File: src/rtl/multicycle_control_if.sv
// Control bus between the multicycle MIPS-lite main FSM (master) and its datapath (slave).
// Carries the opcode/memory handshake in and every datapath enable, the ALU-op pair and debug state out.
interface multicycle_control_if;
  logic [5:0] opcode;
  logic       mem_ready;
  logic       pcwrite;
  logic       pcwritecond;
  logic       iord;
  logic       memread;
  logic       memwrite;
  logic       irwrite;
  logic       memtoreg;
  logic       regdst;
  logic       regwrite;
  logic       alusrca;
  logic [1:0] alusrcb;
  logic [1:0] pcsource;
  logic       aluop1;
  logic       aluop0;
  logic       illegal_op;
  logic [3:0] state;

  modport master (
    input  opcode, mem_ready,
    output pcwrite, pcwritecond, iord, memread, memwrite, irwrite, memtoreg,
           regdst, regwrite, alusrca, alusrcb, pcsource, aluop1, aluop0,
           illegal_op, state
  );

  modport slave (
    output opcode, mem_ready,
    input  pcwrite, pcwritecond, iord, memread, memwrite, irwrite, memtoreg,
           regdst, regwrite, alusrca, alusrcb, pcsource, aluop1, aluop0,
           illegal_op, state
  );
endinterface

File: src/rtl/multicycle_control.sv
// Main control FSM of the multicycle MIPS-lite datapath: fetch/decode/execute/memory/writeback sequencing.
// Define MULTICYCLE_ADDI_EN to accept addi (opcode 001000) through the ADDI_EX/ADDI_WB states.
module multicycle_control #(
  parameter logic [5:0] OP_RTYPE = 6'b000000,
  parameter logic [5:0] OP_LW    = 6'b100011,
  parameter logic [5:0] OP_SW    = 6'b101011,
  parameter logic [5:0] OP_BEQ   = 6'b000100,
  parameter logic [5:0] OP_J     = 6'b000010
) (
  input logic                  clk,
  input logic                  reset,
  multicycle_control_if.master bus
);

`ifdef MULTICYCLE_ADDI_EN
  localparam logic [5:0] OP_ADDI = 6'b001000;
`endif

  typedef enum logic [3:0] {
    S_FETCH    = 4'd0,
    S_DECODE   = 4'd1,
    S_MEMADR   = 4'd2,
    S_MEMREAD  = 4'd3,
    S_MEMWB    = 4'd4,
    S_MEMWRITE = 4'd5,
    S_RTYPE_EX = 4'd6,
    S_RTYPE_WB = 4'd7,
    S_BEQ_EX   = 4'd8,
    S_JUMP     = 4'd9,
    S_ADDI_EX  = 4'd10,
    S_ADDI_WB  = 4'd11
  } state_t;

  state_t state_q;
  logic   illegal_q;

  // NOTE: sequential state uses non-blocking assignments so every flop samples pre-edge values.
  always_ff @(posedge clk) begin
    if (reset) begin
      state_q   <= S_FETCH;
      illegal_q <= 1'b0;
    end else begin
      case (state_q)
        S_FETCH:    if (bus.mem_ready) state_q <= S_DECODE;
        S_DECODE: begin
          case (bus.opcode)
            OP_LW, OP_SW: state_q <= S_MEMADR;
            OP_RTYPE:     state_q <= S_RTYPE_EX;
            OP_BEQ:       state_q <= S_BEQ_EX;
            OP_J:         state_q <= S_JUMP;
`ifdef MULTICYCLE_ADDI_EN
            OP_ADDI:      state_q <= S_ADDI_EX;
`endif
            default: begin
              state_q   <= S_FETCH;
              illegal_q <= 1'b1;
            end
          endcase
        end
        S_MEMADR: begin
          if (bus.opcode == OP_LW)      state_q <= S_MEMREAD;
          else if (bus.opcode == OP_SW) state_q <= S_MEMWRITE;
          else                          state_q <= S_FETCH;
        end
        S_MEMREAD:  if (bus.mem_ready) state_q <= S_MEMWB;
        S_MEMWRITE: if (bus.mem_ready) state_q <= S_FETCH;
        S_RTYPE_EX: state_q <= S_RTYPE_WB;
`ifdef MULTICYCLE_ADDI_EN
        S_ADDI_EX:  state_q <= S_ADDI_WB;
`endif
        default:    state_q <= S_FETCH;
      endcase
    end
  end

  // NOTE: every output gets a default before the case, so no latch is inferred for unlisted states.
  always_comb begin
    bus.pcwrite     = 1'b0;
    bus.pcwritecond = 1'b0;
    bus.iord        = 1'b0;
    bus.memread     = 1'b0;
    bus.memwrite    = 1'b0;
    bus.irwrite     = 1'b0;
    bus.memtoreg    = 1'b0;
    bus.regdst      = 1'b0;
    bus.regwrite    = 1'b0;
    bus.alusrca     = 1'b0;
    bus.alusrcb     = 2'b00;
    bus.pcsource    = 2'b00;
    bus.aluop1      = 1'b0;
    bus.aluop0      = 1'b0;
    if (!reset) begin
      case (state_q)
        S_FETCH: begin
          // IR load and PC+4 only commit in the cycle the instruction word arrives.
          bus.memread = 1'b1;
          bus.alusrcb = 2'b01;
          bus.irwrite = bus.mem_ready;
          bus.pcwrite = bus.mem_ready;
        end
        S_DECODE:   bus.alusrcb = 2'b11;
        S_MEMADR: begin
          bus.alusrca = 1'b1;
          bus.alusrcb = 2'b10;
        end
        S_MEMREAD: begin
          bus.memread = 1'b1;
          bus.iord    = 1'b1;
        end
        S_MEMWB: begin
          bus.regwrite = 1'b1;
          bus.memtoreg = 1'b1;
        end
        S_MEMWRITE: begin
          bus.memwrite = 1'b1;
          bus.iord     = 1'b1;
        end
        S_RTYPE_EX: begin
          bus.alusrca = 1'b1;
          bus.aluop1  = 1'b1;
        end
        S_RTYPE_WB: begin
          bus.regwrite = 1'b1;
          bus.regdst   = 1'b1;
        end
        S_BEQ_EX: begin
          bus.alusrca     = 1'b1;
          bus.aluop0      = 1'b1;
          bus.pcwritecond = 1'b1;
          bus.pcsource    = 2'b01;
        end
        S_JUMP: begin
          bus.pcwrite  = 1'b1;
          bus.pcsource = 2'b10;
        end
`ifdef MULTICYCLE_ADDI_EN
        S_ADDI_EX: begin
          bus.alusrca = 1'b1;
          bus.alusrcb = 2'b10;
        end
        S_ADDI_WB:  bus.regwrite = 1'b1;
`endif
        default: ;
      endcase
    end
  end

  assign bus.illegal_op = illegal_q;
  assign bus.state      = state_q;

endmodule
File: src/flat_wrapper.sv
// flat-port wrapper written by rule: the top's interface ports become plain ports
module multicycle_control_flat 
#(
  parameter logic [5:0] OP_RTYPE = 6'b000000,
  parameter logic [5:0] OP_LW    = 6'b100011,
  parameter logic [5:0] OP_SW    = 6'b101011,
  parameter logic [5:0] OP_BEQ   = 6'b000100,
  parameter logic [5:0] OP_J     = 6'b000010
)
  (clk, reset, bus_opcode, bus_mem_ready, bus_pcwrite, bus_pcwritecond, bus_iord, bus_memread, bus_memwrite, bus_irwrite, bus_memtoreg, bus_regdst, bus_regwrite, bus_alusrca, bus_alusrcb, bus_pcsource, bus_aluop1, bus_aluop0, bus_illegal_op, bus_state);
  multicycle_control_if bus_i ();
  input logic clk;
  input logic reset;
  input wire logic [$bits(bus_i.opcode)-1:0] bus_opcode;
  input wire logic [$bits(bus_i.mem_ready)-1:0] bus_mem_ready;
  output wire logic [$bits(bus_i.pcwrite)-1:0] bus_pcwrite;
  output wire logic [$bits(bus_i.pcwritecond)-1:0] bus_pcwritecond;
  output wire logic [$bits(bus_i.iord)-1:0] bus_iord;
  output wire logic [$bits(bus_i.memread)-1:0] bus_memread;
  output wire logic [$bits(bus_i.memwrite)-1:0] bus_memwrite;
  output wire logic [$bits(bus_i.irwrite)-1:0] bus_irwrite;
  output wire logic [$bits(bus_i.memtoreg)-1:0] bus_memtoreg;
  output wire logic [$bits(bus_i.regdst)-1:0] bus_regdst;
  output wire logic [$bits(bus_i.regwrite)-1:0] bus_regwrite;
  output wire logic [$bits(bus_i.alusrca)-1:0] bus_alusrca;
  output wire logic [$bits(bus_i.alusrcb)-1:0] bus_alusrcb;
  output wire logic [$bits(bus_i.pcsource)-1:0] bus_pcsource;
  output wire logic [$bits(bus_i.aluop1)-1:0] bus_aluop1;
  output wire logic [$bits(bus_i.aluop0)-1:0] bus_aluop0;
  output wire logic [$bits(bus_i.illegal_op)-1:0] bus_illegal_op;
  output wire logic [$bits(bus_i.state)-1:0] bus_state;
  assign bus_i.opcode = bus_opcode;
  assign bus_i.mem_ready = bus_mem_ready;
  assign bus_pcwrite = bus_i.pcwrite;
  assign bus_pcwritecond = bus_i.pcwritecond;
  assign bus_iord = bus_i.iord;
  assign bus_memread = bus_i.memread;
  assign bus_memwrite = bus_i.memwrite;
  assign bus_irwrite = bus_i.irwrite;
  assign bus_memtoreg = bus_i.memtoreg;
  assign bus_regdst = bus_i.regdst;
  assign bus_regwrite = bus_i.regwrite;
  assign bus_alusrca = bus_i.alusrca;
  assign bus_alusrcb = bus_i.alusrcb;
  assign bus_pcsource = bus_i.pcsource;
  assign bus_aluop1 = bus_i.aluop1;
  assign bus_aluop0 = bus_i.aluop0;
  assign bus_illegal_op = bus_i.illegal_op;
  assign bus_state = bus_i.state;
  multicycle_control #(.OP_RTYPE(OP_RTYPE), .OP_LW(OP_LW), .OP_SW(OP_SW), .OP_BEQ(OP_BEQ), .OP_J(OP_J)) u_core (.clk(clk), .reset(reset), .bus(bus_i));
endmodule
File: config.mk
export PLATFORM = sky130hd
export DESIGN_NAME = multicycle_control_flat
export DESIGN_NICKNAME = d
export VERILOG_FILES = /design/src/rtl/multicycle_control_if.sv /design/src/rtl/multicycle_control.sv /design/src/flat_wrapper.sv
export SDC_FILE = /design/constraint.sdc
export NUM_CORES = 1
export LEC_CHECK = 0
export ABC_AREA = 1
export ABC_CLOCK_PERIOD_IN_PS = 1450
export CAP_MARGIN = 0
export CORE_AREA = 2 2 41 43
export CTS_BUF_LIST = sky130_fd_sc_hd__clkbuf_4
export CTS_CLUSTER_DIAMETER = 50
export CTS_CLUSTER_SIZE = 24
export DETAILED_ROUTE_END_ITERATION = 10
export DIE_AREA = 0 0 43 45
export DONT_BUFFER_PORTS = 1
export PLACE_DENSITY = 0.51
export SYNTH_ARGS = -nofsm -noshare
export SYNTH_HDL_FRONTEND = slang
export SYNTH_SLANG_ARGS = --single-unit
export TNS_END_PERCENT = 20
File: constraint.sdc
create_clock -name clk -period 1.45 [get_ports clk]
set_input_delay 0.145 -clock clk [delete_from_list [all_inputs] [get_ports clk]]
set_output_delay 0.145 -clock clk [all_outputs]
set_load 0.02 [all_outputs]
==> flow_metrics.tcl <==
set metrics [dict create \
    outcome "finished, final reports clean" \
    synth.most_common_cell "nor2_1" \
    grt_pass1_vias 591 \
    finalHoldViolCount 0 \
    synth_area_leaders "nor2_1, dfxtp_1, nand2_1" \
    power_density_mw_per_mm2 589.9 \
    n_fill_cell 157 \
    grt_max_degree 9 \
    p_clk_share_pct 36.1 \
    synth_top_cell_by_area "nor2_1" \
    cp-end-kind "primary output" \
    multiInputGateArea_um2 410.4 \
    synth_sequential_area_ratio_pct 17.66 \
    grt_usage_pct 16.89 \
    min_period_ps 1426 \
    avgSynthCellArea_um2 5.347 \
    fmax_ghz 0.7014 \
    htreeDepth 1 \
    synth_common_cells "nor2_1, nand2_1, inv_1, nand3_1" \
    area_delta_synth_final_pct 45.25 \
    postSynthCellCount 106 \
    cp_top_family "simple AND/OR/NAND/NOR gates" \
    drt-initial-drc-count 16 \
    path_buf_inv 2 \
    drtAntennaViolNets 0 \
    worstHoldStart "reset" \
    intPower_uw 328.9 \
    r2r_start "u_core.bus.state[3]" \
    clockRootBuffer "clkbuf_4" \
    fin_crit_sh_pct 98.32 \
    die_h_um 45 \
    dp_hpwl_mm 1.200 \
    routed_wl_mm 1.585 \
    finalClockSkew_ps 0.6207 \
    yosys.cell_types.count 19 \
    final_cells 145 \
    nNetsFinal 139 \
    worst_pin_slew_ps 369.0 \
    whs_endpoint "u_core.bus.state[1]" \
    rsz0062_at_grt "yes" \
    wire_per_inst_um 10.93 \
    setup_viol 0 \
    worstHoldPathCells 3 \
    numCtsBuffers 3 \
    reg2reg_depth 8 \
    final_max_slew_viol_count 0 \
    cts_tree "yes" \
    critPathKind "reg -> out" \
    finish.instance_area_um2 823.3 \
    synth_seq_cells 5 \
    overflow 0 \
    max_cap_violations 0 \
    cp_common_cell "nor2_1" \
    post-route-drc-count 0 \
    coreArea_mm2 0.001471 \
    sequentialPowerShare_pct 32.1 \
    firstDrtPassIters 4 \
    worstPathMaxFanout 5 \
    p_switching_uw 156.8 \
    fin_hold_ws_ps 113.7 \
    cts_buffer_depth 2 \
    worstPathArrival_ps 1280 \
    cts.sinks 5 \
    yosysWarningCount 0 \
    switching_share_pct 32.29 \
    drive_above_1_share_pct 39.53 \
    p_comb_share_pct 31.8 \
    port_buffers 0 \
    vdd_drop_max_uv 381.6 \
    rows 14 \
    startpoint_type "flip-flop" \
    dpl.cell_count 136 \
    timing.rr.end "u_core.bus.state[2]" \
    vias 702 \
    io_pins 30 \
    r2r_slack_ps 260 \
    crit_chain "inv_4, nand2_2, nor2_4, nor2_1, nor2_1, buf_4" \
    async_reset_ff_share_pct 0 \
    slowest_delay_ps 330 \
    die-area_mm2 0.001935 \
    die_w_um 43 \
    clkTransAtPathRegs_ps 40 \
    slew_headroom_pct 75.31 \
    grt_pass1_wl_mm 2.484 \
    via_per_inst 4.841 \
    clock_latency_ps 230 \
    finalSetupTns_ps 0 \
    worstHoldPathType "in -> reg" \
    synth_top_flop_cell "dfxtp_1" \
    antenna_found_initial 0 \
    total_leakage_power_nw 0.4325 \
    start_util_pct 38.52 \
    seqCellArea_um2 110.1 \
    place_area_um2 709.4 \
    cp_slowest_cell "dfxtp_2" \
    required_ps 1310 \
    yosys.area.top_type_share_pct 19.21 \
    syn_nets 115 \
    synth_edf_count 0 \
    antenna_cells 0 \
    syn-cell-area_um2 566.8 \
    globalplace.congestion 0.8485 \
    power_uw 485.7 \
]
per-layer routing:
metal	routed length [µm]	vias up	GRT usage (%)
li1	-	371	-
met1	659	305	20.98
met2	809	22	29.39
met3	88	4	3.600
met4	27	0	5.455
met5	0	-	0
state kept, by name, indices dropped and copies added, names as in the netlist:
| register | cells |
|---|---|
| u_core.bus.state | 4 |
| u_core.bus.illegal_op | 1 |
area by class of cell:
class	count	area share, %
inverters	18	8.815
repair buffers	22	21.88
clock buffers	4	3.647
flip-flops and latches	5	13.37
well taps	16	2.432
multi-input cells	80	49.85
worst reg2reg max path: cells and delay by family (launching register included):
family	cells	cell delay (ps)
flip-flops	1	330
buffers and inverters	2	240
AO/OA/AOI/OAI	1	110
AND/OR/NAND/NOR	5	430
power groups by stage:
stage	combinational [mW]	clock, mW	sequential [mW]
after global placement	0.129	0	0.158
after floorplan	0.0956	0	0.162
final	0.154	0.175	0.156
after detailed placement	0.129	0	0.158
after CTS	0.135	0.185	0.156
after global routing	0.171	0.197	0.157
worst max path at each step:
stage                              from           to  cells after the start  slack (ps)
floorplan           u_core.bus.state[1]  bus_memread                      6          80
global placement    u_core.bus.state[3]  bus_pcwrite                      6         180
detailed placement  u_core.bus.state[3]  bus_pcwrite                      6         180
CTS                 u_core.bus.state[3]  bus_pcwrite                      6           4
global route        u_core.bus.state[3]     bus_iord                      6         -40
finish              u_core.bus.state[3]     bus_iord                      6          20
metrics by stage:
stage                     utilization (%)  setup WS (ps)
after floorplan                         -          76.77
after global placement              48.21          182.4
after detailed placement            48.21          181.4
after CTS                           51.19          4.117
after global routing                55.95         -44.57
final                               55.95          24.30
kinds of logic (layout without fill, tap and decap cells):
kind of cell	count (synthesis)	in the layout	synth area share, %
flops	5	5	17.66
simple gates	75	75	61.37
compound gates	5	5	5.519
buf+inv	21	44	15.45
cells in the final DEF, fill, tap and decap left out, drive strengths merged:
master / count
and3: 1
nor2: 34
dfxtp: 5
nand3b: 1
inv: 18
buf: 21
a21oi: 4
nor3: 2
dlygate4sd3: 1
nand2: 24
o21a: 1
nand4: 1
nand3: 12
clkbuf: 4
what timing repair did:
| item | 4_1_cts | 5_1_grt |
|---|---|---|
| pin swaps | 0 | 5 |
| hold endpoints to repair | 3 | 0 |
| buffers inserted | 0 | 4 |
| endpoints found under the setup margin | 4 | 10 |
| hold buffers | 1 | 0 |
| gates resized for setup | 2 | 14 |
(Power assumes the default switching activity.)
